`config.mk`:
```
export PLATFORM = sky130hd
export DESIGN_NAME = fetch_unit
export DESIGN_NICKNAME = d
export VERILOG_FILES = /design/src/rtl/fetch_unit.sv
export SDC_FILE = /design/constraint.sdc
export NUM_CORES = 1
export LEC_CHECK = 0
export BUFFER_PORTS_ARGS = -buffer_cell sky130_fd_sc_hd__buf_2
export CORE_ASPECT_RATIO = 1.2
export CORE_MARGIN = 2
export CORE_UTILIZATION = 40
export CTS_BUF_LIST = sky130_fd_sc_hd__clkbuf_8
export CTS_CLUSTER_DIAMETER = 30
export DETAILED_ROUTE_END_ITERATION = 10
export PLACE_DENSITY = 0.73
export SKIP_CTS_REPAIR_TIMING = 1
export SYNTH_ARGS = -nofsm -noshare
export SYNTH_HDL_FRONTEND = slang
export SYNTH_SLANG_ARGS = --single-unit
```
`constraint.sdc`:
```
create_clock -name clk -period 4.4 [get_ports clk]
set_clock_uncertainty 0.05 [all_clocks]
set_input_delay 0.22 -clock clk [delete_from_list [all_inputs] [get_ports clk]]
set_output_delay 0.22 -clock clk [all_outputs]
set_load 0.03 [all_outputs]
```
`src/rtl/fetch_unit.sv`:
```
// fetch_unit: RV32I instruction-fetch / PC stage with request-ready fetch handshake and retired-instruction counter.
// Ports: clk, rst_n (async, active-low); PC_next, stall from datapath; ireq/iaddr out, irdy/idata in (instruction memory);
//        PC_curr, instr, instr_valid, fetch_err, instret out.
// Macro FETCH_MISALIGN_TRAP_EN: a misaligned committed PC halts with fetch_err; otherwise the low PC bits are cleared.
module fetch_unit #(
  parameter logic [31:0] RESET_PC  = 32'h0000_0000,
  parameter logic [31:0] NOP_INSTR = 32'h0000_0013
) (
  input  logic        clk,
  input  logic        rst_n,
  input  logic [31:0] PC_next,
  input  logic        stall,
  output logic        ireq,
  output logic [31:0] iaddr,
  input  logic        irdy,
  input  logic [31:0] idata,
  output logic [31:0] PC_curr,
  output logic [31:0] instr,
  output logic        instr_valid,
  output logic        fetch_err,
  output logic [31:0] instret
);
  typedef enum logic [1:0] {FETCH, EXEC, HALT} state_t;
  state_t      state_q, state_d;
  logic [31:0] pc_q, pc_d, instr_q, instr_d, instret_q, instret_d, pc_commit;
  logic        commit, trap, fetch_done;
`ifdef FETCH_MISALIGN_TRAP_EN
  assign trap      = |PC_next[1:0];
  assign pc_commit = PC_next;
`else
  assign trap      = 1'b0;
  assign pc_commit = PC_next & ~32'h3;
`endif
  assign fetch_done = state_q == FETCH && irdy;
  assign commit     = state_q == EXEC && !stall;
  always_ff @(posedge clk or negedge rst_n) begin
    if (!rst_n) begin
      state_q   <= FETCH;
      pc_q      <= RESET_PC;
      instr_q   <= NOP_INSTR;
      instret_q <= '0;
    end else begin
      state_q   <= state_d;
      pc_q      <= pc_d;
      instr_q   <= instr_d;
      instret_q <= instret_d;
    end
  end
  always_comb begin
    state_d   = fetch_done ? EXEC : commit ? (trap ? HALT : FETCH) : state_q;
    pc_d      = commit ? pc_commit : pc_q;
    instr_d   = fetch_done ? idata : commit ? NOP_INSTR : instr_q;
    instret_d = commit ? instret_q + 32'd1 : instret_q;
  end
  // ireq is gated by rst_n so an in-flight request is abandoned the moment reset asserts.
  always_comb begin
    ireq        = rst_n && state_q == FETCH;
    iaddr       = pc_q;
    PC_curr     = pc_q;
    instr       = instr_q;
    instr_valid = state_q == EXEC;
`ifdef FETCH_MISALIGN_TRAP_EN
    fetch_err   = state_q == HALT;
`else
    fetch_err   = 1'b0;
`endif
    instret     = instret_q;
  end
endmodule

```
After elaboration in Yosys (flattened, before gate mapping)
Cells that the tools add are included.
- flip-flop bits (word level): 96
- bits in latches: 0
- bits in writable memories: 0
- ROM bits: 0
- bits of input ports: 68
- output and inout bits: 131
- logic and storage cells: 16
- memories: 0
- add/sub/neg operators: 1
- multiply operators: 0
- divide/modulo/power cells: 0
- magnitude comparators: 0
- eq/ne operators: 1
- shift-type cells: 0
- mux-type cells: 4
- bitwise operators: 0
- reduce and logical (&&, ||, !) cells: 6
- operators with widths (kind ; count):
    $mux W32 ; 2
    $add A32 B1 Y32 const B ; 1
    $mux W2 ; 2
    $logic_and A1 B1 Y1 ; 3
    $eq A2 B1 Y1 const B ; 1
    $logic_not A2 Y1 ; 1
    $reduce_bool A2 Y1 ; 1
    $logic_not A1 Y1 ; 1

Depth between registers and ports, before layout
Gate-level depths: netlist of the first run.
- depth in word-level cells: 4
- gate-level depth with buffers: 6
- mapped depth without buffers: 5

Worst setup path before layout of the first run
No wires, ideal clock.
- path type: reg-to-reg
- from: register instret_q[15], in the netlist instret[15]
- to: register instret_q[31], in the netlist instret[31]
- setup time: 0.080 ns
- data arrival time: 1.840 ns
- required time: 4.270 ns
- path slack: 2.430 ns
- stages on the path, launching flop included: 7
- buffers on the path: 2
- clock period less this slack: 1.970 ns
- cell sequence: dfrtp_1 buf_2 nand3_1 or4_1 buf_2 nor4_4 xor2_1
- longest elaborated chain between the ends: 1
- ends and longest elaborated chain (element ; line ; RTL):
    start, declared ; 25 ; logic [31:0] pc_q, pc_d, instr_q, instr_d, instret_q, instret_d, pc_commit;
    start signal, assigned ; 46 ; instret_q <= instret_d;
    $add A32 B1 Y32 ; 53 ; instret_d = commit ? instret_q + 32'd1 : instret_q;
Every way passes these cells.
A chain may end at the register's enable or synchronous reset.

Worst setup path after layout of the first run
- from: register state_q[0]
- to: register instr_q[3], in the netlist instr[3]
- longest elaborated chain between the ends: 3
- elaborated cells between the ends (all ways): 6
- classes of those cells: eq/ne (1); mux (1); reduce/logical (4)
- ends and longest elaborated chain (element ; line ; RTL):
    start, declared ; 24 ; state_t state_q, state_d;
    start signal, assigned ; 43 ; state_q <= state_d;
    $eq A2 B1 Y1 or $logic_not A2 Y1 (tied branches) ; 35, 34 ;
    $logic_and A1 B1 Y1 (on tied branches) ; 35, 34 ;
    $reduce_bool A2 Y1 (no source line) or $mux W32 (tied branches) ; - ;
    end signal, assigned ; 45 ; instr_q <= instr_d;
    end, declared ; 25 ;
Parallel ways exist; a longest one is shown, timed or not.

==> results of run 1 <==
==> stage by stage <==
stage / worst slack [ns] / util [%] / cells
6_report: 2.11 / 51.4 / 603
5_1_grt: 1.93 / 51.4 / 603
4_1_cts: 2.03 / 51.3 / 602
3_5_place_dp: 2.04 / 49.2 / 586
3_3_place_gp: 2.13 / 49.2 / 586
2_1_floorplan: 2.43 / - / 314
==> worst max-delay path: stages, from the launching register on <==
cell and delay [ns]:
dfrtp_1 0.52, nor2b_4 0.85, nor2_2 0.44, a22o_1 0.30
==> logic make-up after synthesis <==
kind of cell / after synthesis / synth area share, %
flip-flops: 95 / 58.8
multiplexers: 31 / 8.62
buffers and inverters: 50 / 7.97
adder cells (fa/ha/maj): 1 / 0.309
other: 1 / 0.0926
AO/OA/AOI/OAI: 32 / 6.92
XOR/XNOR: 31 / 6.71
AND/OR/NAND/NOR: 69 / 10.6
==> placed cells by master, fill, tap and decap left out, drive strengths merged, types with 3 or more instances in the layout <==
| cell | synthesis | routed |
|---|---|---|
| o22a | 3 | 3 |
| dfrtp | 92 | 92 |
| nand3 | 8 | 8 |
| clkbuf | 8 | 10 |
| nand2 | 12 | 12 |
| buf | 39 | 193 |
| nor4 | 5 | 5 |
| inv | 3 | 6 |
| xor2 | 12 | 12 |
| nor2b | 3 | 3 |
| a22o | 29 | 29 |
| mux2 | 31 | 31 |
| dfstp | 3 | 3 |
| and2 | 4 | 4 |
| nor3 | 7 | 7 |
| nand4 | 11 | 11 |
| xnor2 | 19 | 19 |
| nor2 | 5 | 5 |
| and3 | 5 | 5 |
| conb | 1 | 5 |
==> flip-flops by register name, indices dropped and copies added, names as in the netlist <==
| signal | cells |
|---|---|
| instret | 32 |
| state_q | 1 |
| instr | 32 |
| PC_curr | 30 |
==> final cells by class <==
class / count / area (sq um)
clock buffer: 10 / 138
clock inverter: 6 / 76.3
fill: 878 / 4840
inverter: 3 / 11.3
multi-input combinational: 169 / 1370
sequential: 95 / 2380
tap: 126 / 158
timing repair buffer: 194 / 983
==> routing by layer <==
metal / wire length (um) / track usage (%) / vias up
met5: 0 / 0 / -
met2: 4380 / 26.5 / 137
met1: 3870 / 21.8 / 1431
met4: 210 / 7.14 / 0
li1: - / - / 1378
met3: 781 / 5.66 / 16
==> how the worst max path moves through the flow <==
stage	from	to	cells past startpoint	slack (ns)
2_1_floorplan	instret[15]	instret[31]	6	2.43
3_3_place_gp	state_q[0]	instr[26]	3	2.13
3_5_place_dp	state_q[0]	instr[13]	3	2.04
4_1_cts	state_q[0]	instr[3]	3	2.03
5_1_grt	state_q[0]	instr[25]	3	1.93
6_report	state_q[0]	instr[3]	3	2.11
==> power groups by stage <==
stage | clock network (W) | logic [W] | registers (W)
finish | 0.000606 | 0.000958 | 0.00115
global route | 0.000670 | 0.00101 | 0.00117
CTS | 0.000633 | 0.000968 | 0.00115
detailed placement | 0 | 0.000970 | 0.00116
global placement | 0 | 0.000955 | 0.00115
floorplan | 0 | 0.000451 | 0.00145
==> summary.txt, run 1 <==
post-route cell area - 0.00512 sq mm
setup TNS - 0 ns
CTS sink cnt - 95
I/O pin cnt - 199
Die Span Y - 114 um
H-tree Lvls - 3
Comb power frac - 35.3%
FMAX - 438 MHz
Hold Path End - instr[15]
HP Class - in2reg
first-pass GRT wire length - 14400 um
WP data arrival - 2.49 ns
largest cells by area after synthesis - dfrtp_1 (57%), mux2_2 (8.6%), buf_4 (6.5%), a22o_1 (6.3%), xnor2_1 (4.1%)
switch share - 40.6%
final hold slack - 0.0207 ns
clock buffer depth - 2
reg-to-reg slack, setup - 2.11 ns
I/O Buffers - 191
largest net degree at the start of global routing - 50
Die X - 95.8 um
final antenna-violating net count - 0
Final setup viols - 0
Async SR Flop Fraction - 100%
final hold violations - 0
sequential power share - 42.3%
r2r endpoint - instr[3]
gr ovfl total - 0
Ant. Diodes - 0
Wirelength per Cell - 15.3 um
crit path time final - 2.29 ns
critical setup path kind - reg2reg
Avg Inst Size Synth - 13.1 sq um
initial antenna violation count - 1
site row count - 40
Die ar. - 0.0109 sq mm
Initial Util - 40.7%
Worst Hold Path Cells - 2
DR vias - 2962
fin crit share - 51.9%
hold_sp - idata[15]
DP Area - 0.00490 sq mm
synth-to-layout area growth - 26.5%
Net Sw Power - 0.00110 W
clk slew on worst S/H paths - 0.10 ns
top-count cell post-synth - dfrtp_1
yosys warns - 0
DPL Wire Length - 6840 um
outcome - complete, no violations
P_int - 0.00161 W
clock share of power - 22.4%
total power - 0.00271 W
CTS tree - yes
clk_lat worst skew - 0.36 ns
R2R depth - 3
All-Layer GR Usage - 17.1%
RSZ-0062 raised after global routing - no
power density cells - 529 mW/mm^2
DRT iter0 DRCs - 87
final max-slew violation count - 0
layout cells sized above 1 - 52.6%
CP Max Fanout - 34
Worst VDD drop - 0.262 mV
Routed WL - 9240 um
Leak - 2.68 nW
Worst setup SP type - register
count of cell types in the netlist - 35
Final #Nets - 541
TritonCTS buffer count - 9
total of max-cap violations - 0
root buf cell - clkbuf_8
Post-synth EDFFs - 0
routed vias/inst - 4.91
Placer Congestion - 0.774
vias in the first global route - 2915
relative slew slack - 26.1%
worst-margin pin slew - 1.11 ns
cell taking the most area after synthesis - dfrtp_1
mapped cell area - 0.00405 sq mm
Post-synth top flop - dfrtp_1
first drt pass iteration count - 4
post-synthesis sequential area ratio - 58.8%
DRC - 0
Yosys reg bits - 95
Synth top cells by count - dfrtp_1 (92), buf_4 (35), mux2_2 (31), a22o_1 (29), xnor2_1 (19)
R2R Path Start - state_q[0]
worst path required time - 4.61 ns
Critical Path Sink Type - register
top-area cell type share of the netlist area - 56.9%
Gate Count Post-Synth - 310
total core area - 0.00996 sq mm
No activity file was read; power rests on OpenSTA's default activity.
==> inputs of run 2 (changes only) <==
Settings changed: PLACE_DENSITY 0.73 to 0.76.
Clock period 4.4 ns to 2.1 ns, I/O delays scaled along.
==> run 2 against run 1 <==
The flow now finishes with violations (hold timing). Clock-buffer cell count shrank 1. Worst setup slack got worse by 1.9 ns. Sequential power rose by 110%. Routed wire length is 17% higher. Flip-flop and latch count did not move.
==> summary.txt, run 2 (synthesized netlist as in run 1, its figures left out) <==
most frequent cells in the layout - buf_2 (190), dfrtp_1 (92), dlygate4sd3_1 (63), mux2_2 (31), a22o_1 (29) (was buf_2 (190), dfrtp_1 (92), mux2_2 (31), a22o_1 (29), xnor2_1 (19))
r2r endpoint - instret[25] (was instr[3])
DPL Wire Length - 6840 um (about the same)
CP Launch Point - instret[10] (was state_q[0])
multi-input logic area - 0.00137 sq mm (unchanged)
fill count - 808 (was 878)
largest net degree at the start of global routing - 39 (was 50)
Final #Nets - 610 (was 541)
CTS sink cnt - 95 (unchanged)
worst setup margin - 0.176 ns (was 2.11 ns)
routed vias/inst - 4.94 (was 4.91)
DP Worst Slack - 0.213 ns (was 2.04 ns)
first-pass GRT wire length - 14500 um (was 14400 um)
Worst path depth - 4 (was 3)
gr ovfl total - 0 (unchanged)
Worst setup SP type - register (unchanged)
fin crit share - 91.6% (was 51.9%)
DRC - 0 (unchanged)
register area - 0.00238 sq mm (unchanged)
final max-slew violation count - 0 (unchanged)
total of max-cap violations - 0 (unchanged)
Leak - 2.97 nW (was 2.68 nW)
clock buffer depth - 2 (unchanged)
Crit path max-delay family - simple AND/OR/NAND/NOR gates (unchanged)
synth-to-layout area growth - 43.0% (was 26.5%)
final hold violations - 1 (was 0)
outcome - finished, violations left (was complete, no violations)
fin util - 58.1% (was 51.4%)
WP data arrival - 2.18 ns (was 2.49 ns)
CP Max Fanout - 8 (was 34)
critical setup path kind - reg2reg (unchanged)
Placer Congestion - 0.800 (was 0.774)
Worst VDD drop - 0.700 mV (was 0.262 mV)
commonest non-fill, non-tap cell in the layout - buf_2 (unchanged)
power density cells - 1010 mW/mm^2 (was 529 mW/mm^2)
All-Layer GR Usage - 17.4% (was 17.1%)
Critical-path top delay cell - or4_1 (was nor2b_4)
I/O pin cnt - 199 (unchanged)
R2R Path Start - instret[10] (was state_q[0])
FMAX - 520 MHz (was 438 MHz)
site row count - 40 (unchanged)
I/O Buffers - 191 (unchanged)
DR vias - 3317 (was 2962)
Routed WL - 10900 um (was 9240 um)
setup TNS - 0 ns (unchanged)
final hold slack - -0.0140 ns (was 0.0207 ns)
clk_lat worst skew - 0.37 ns (was 0.36 ns)
layout cells sized above 1 - 47.3% (was 52.6%)
Buf/Inv on CP - 0 (unchanged)
HP Class - in2reg (unchanged)
CTS tree - yes (unchanged)
first drt pass iteration count - 4 (unchanged)
H-tree Lvls - 3 (unchanged)
reg-to-reg slack, setup - 0.18 ns (was 2.11 ns)
TritonCTS buffer count - 9 (unchanged)
failing checks - hold timing
Die ar. - 0.0109 sq mm (unchanged)
max incr delay on CP - 0.74 ns (was 0.85 ns)
Critical Path Sink Type - register (unchanged)
total power - 0.00584 W (was 0.00271 W)
relative slew slack - 58.3% (was 26.1%)
clk slew on worst S/H paths - 0.10 ns (about the same)
root buf cell - clkbuf_8 (unchanged)
Final setup viols - 0 (unchanged)
RSZ-0062 raised after global routing - no (unchanged)
vias in the first global route - 2929 (was 2915)
DRT iter0 DRCs - 114 (was 87)
Die X - 95.8 um (unchanged)
worst path required time - 2.35 ns (was 4.61 ns)
CP cell instances - nand3_1 -> or4_1 -> nor3_1 -> xor2_1 (was nor2b_4 -> nor2_2 -> a22o_1)
R2R depth - 4 (was 3)
Wirelength per Cell - 16.2 um (was 15.3 um)
Critical Path End - instret[25] (was instr[3])
crit path time final - 1.92 ns (was 2.29 ns)
Initial Util - 40.7% (unchanged)
final antenna-violating net count - 0 (unchanged)
total core area - 0.00996 sq mm (unchanged)
worst-margin pin slew - 0.621 ns (was 1.11 ns)
Die Span Y - 114 um (unchanged)
initial antenna violation count - 0 (was 1)
Ant. Diodes - 0 (unchanged)
-- run 2: how the worst min path moves through the flow --
stage / from / endpoint / slack, ns / cells after the start
2_1_floorplan: rst_n / PC_curr[10] / -0.24 / 0
3_3_place_gp: rst_n / instret[29] / 0.04 / 1
3_5_place_dp: rst_n / instret[28] / 0.05 / 1
4_1_cts: rst_n / instret[28] / -0.37 / 1
5_1_grt: stall / state_q[0] / 0.005 / 3
6_report: stall / state_q[0] / -0.01 / 3
-- run 2: layout make-up --
cell class / count / share of cell area (%)
multi-input combinational: 169 / 23.7
clock buffer: 9 / 2.14
sequential: 95 / 41.1
inverter: 3 / 0.194
clock inverter: 7 / 1.51
timing repair buffer: 263 / 28.6
tap: 126 / 2.72
-- run 2: worst min-delay path: stages --
cell and delay, ns:
buf_2 0.15, nand2_1 0.08, nand2_1 0.05
-- run 2: where the power goes --
part | internal, W | total [W] | switching (W)
Combinational | 0.000705 | 0.00213 | 0.00143
Sequential | 0.00215 | 0.00242 | 0.000272
Clock | 0.000580 | 0.00129 | 0.000714
Total | 0.00343 | 0.00584 | 0.00242
-- run 2: metrics by stage --
| stage | area, sq um | instances |
|---|---|---|
| 2_1_floorplan | 4060 | 314 |
| 3_3_place_gp | 4950 | 593 |
| 3_5_place_dp | 4950 | 593 |
| 4_1_cts | 5160 | 609 |
| 5_1_grt | 5790 | 672 |
| 6_report | 5790 | 672 |
-- run 2: metal layers --
| metal | GRT usage [%] | up-vias | routed length, um |
|---|---|---|---|
| met3 | 4.54 | 26 | 794 |
| met5 | 0 | - | 0 |
| met2 | 28.0 | 150 | 5470 |
| met4 | 8.48 | 0 | 329 |
| li1 | - | 1518 | - |
| met1 | 21.6 | 1623 | 4260 |
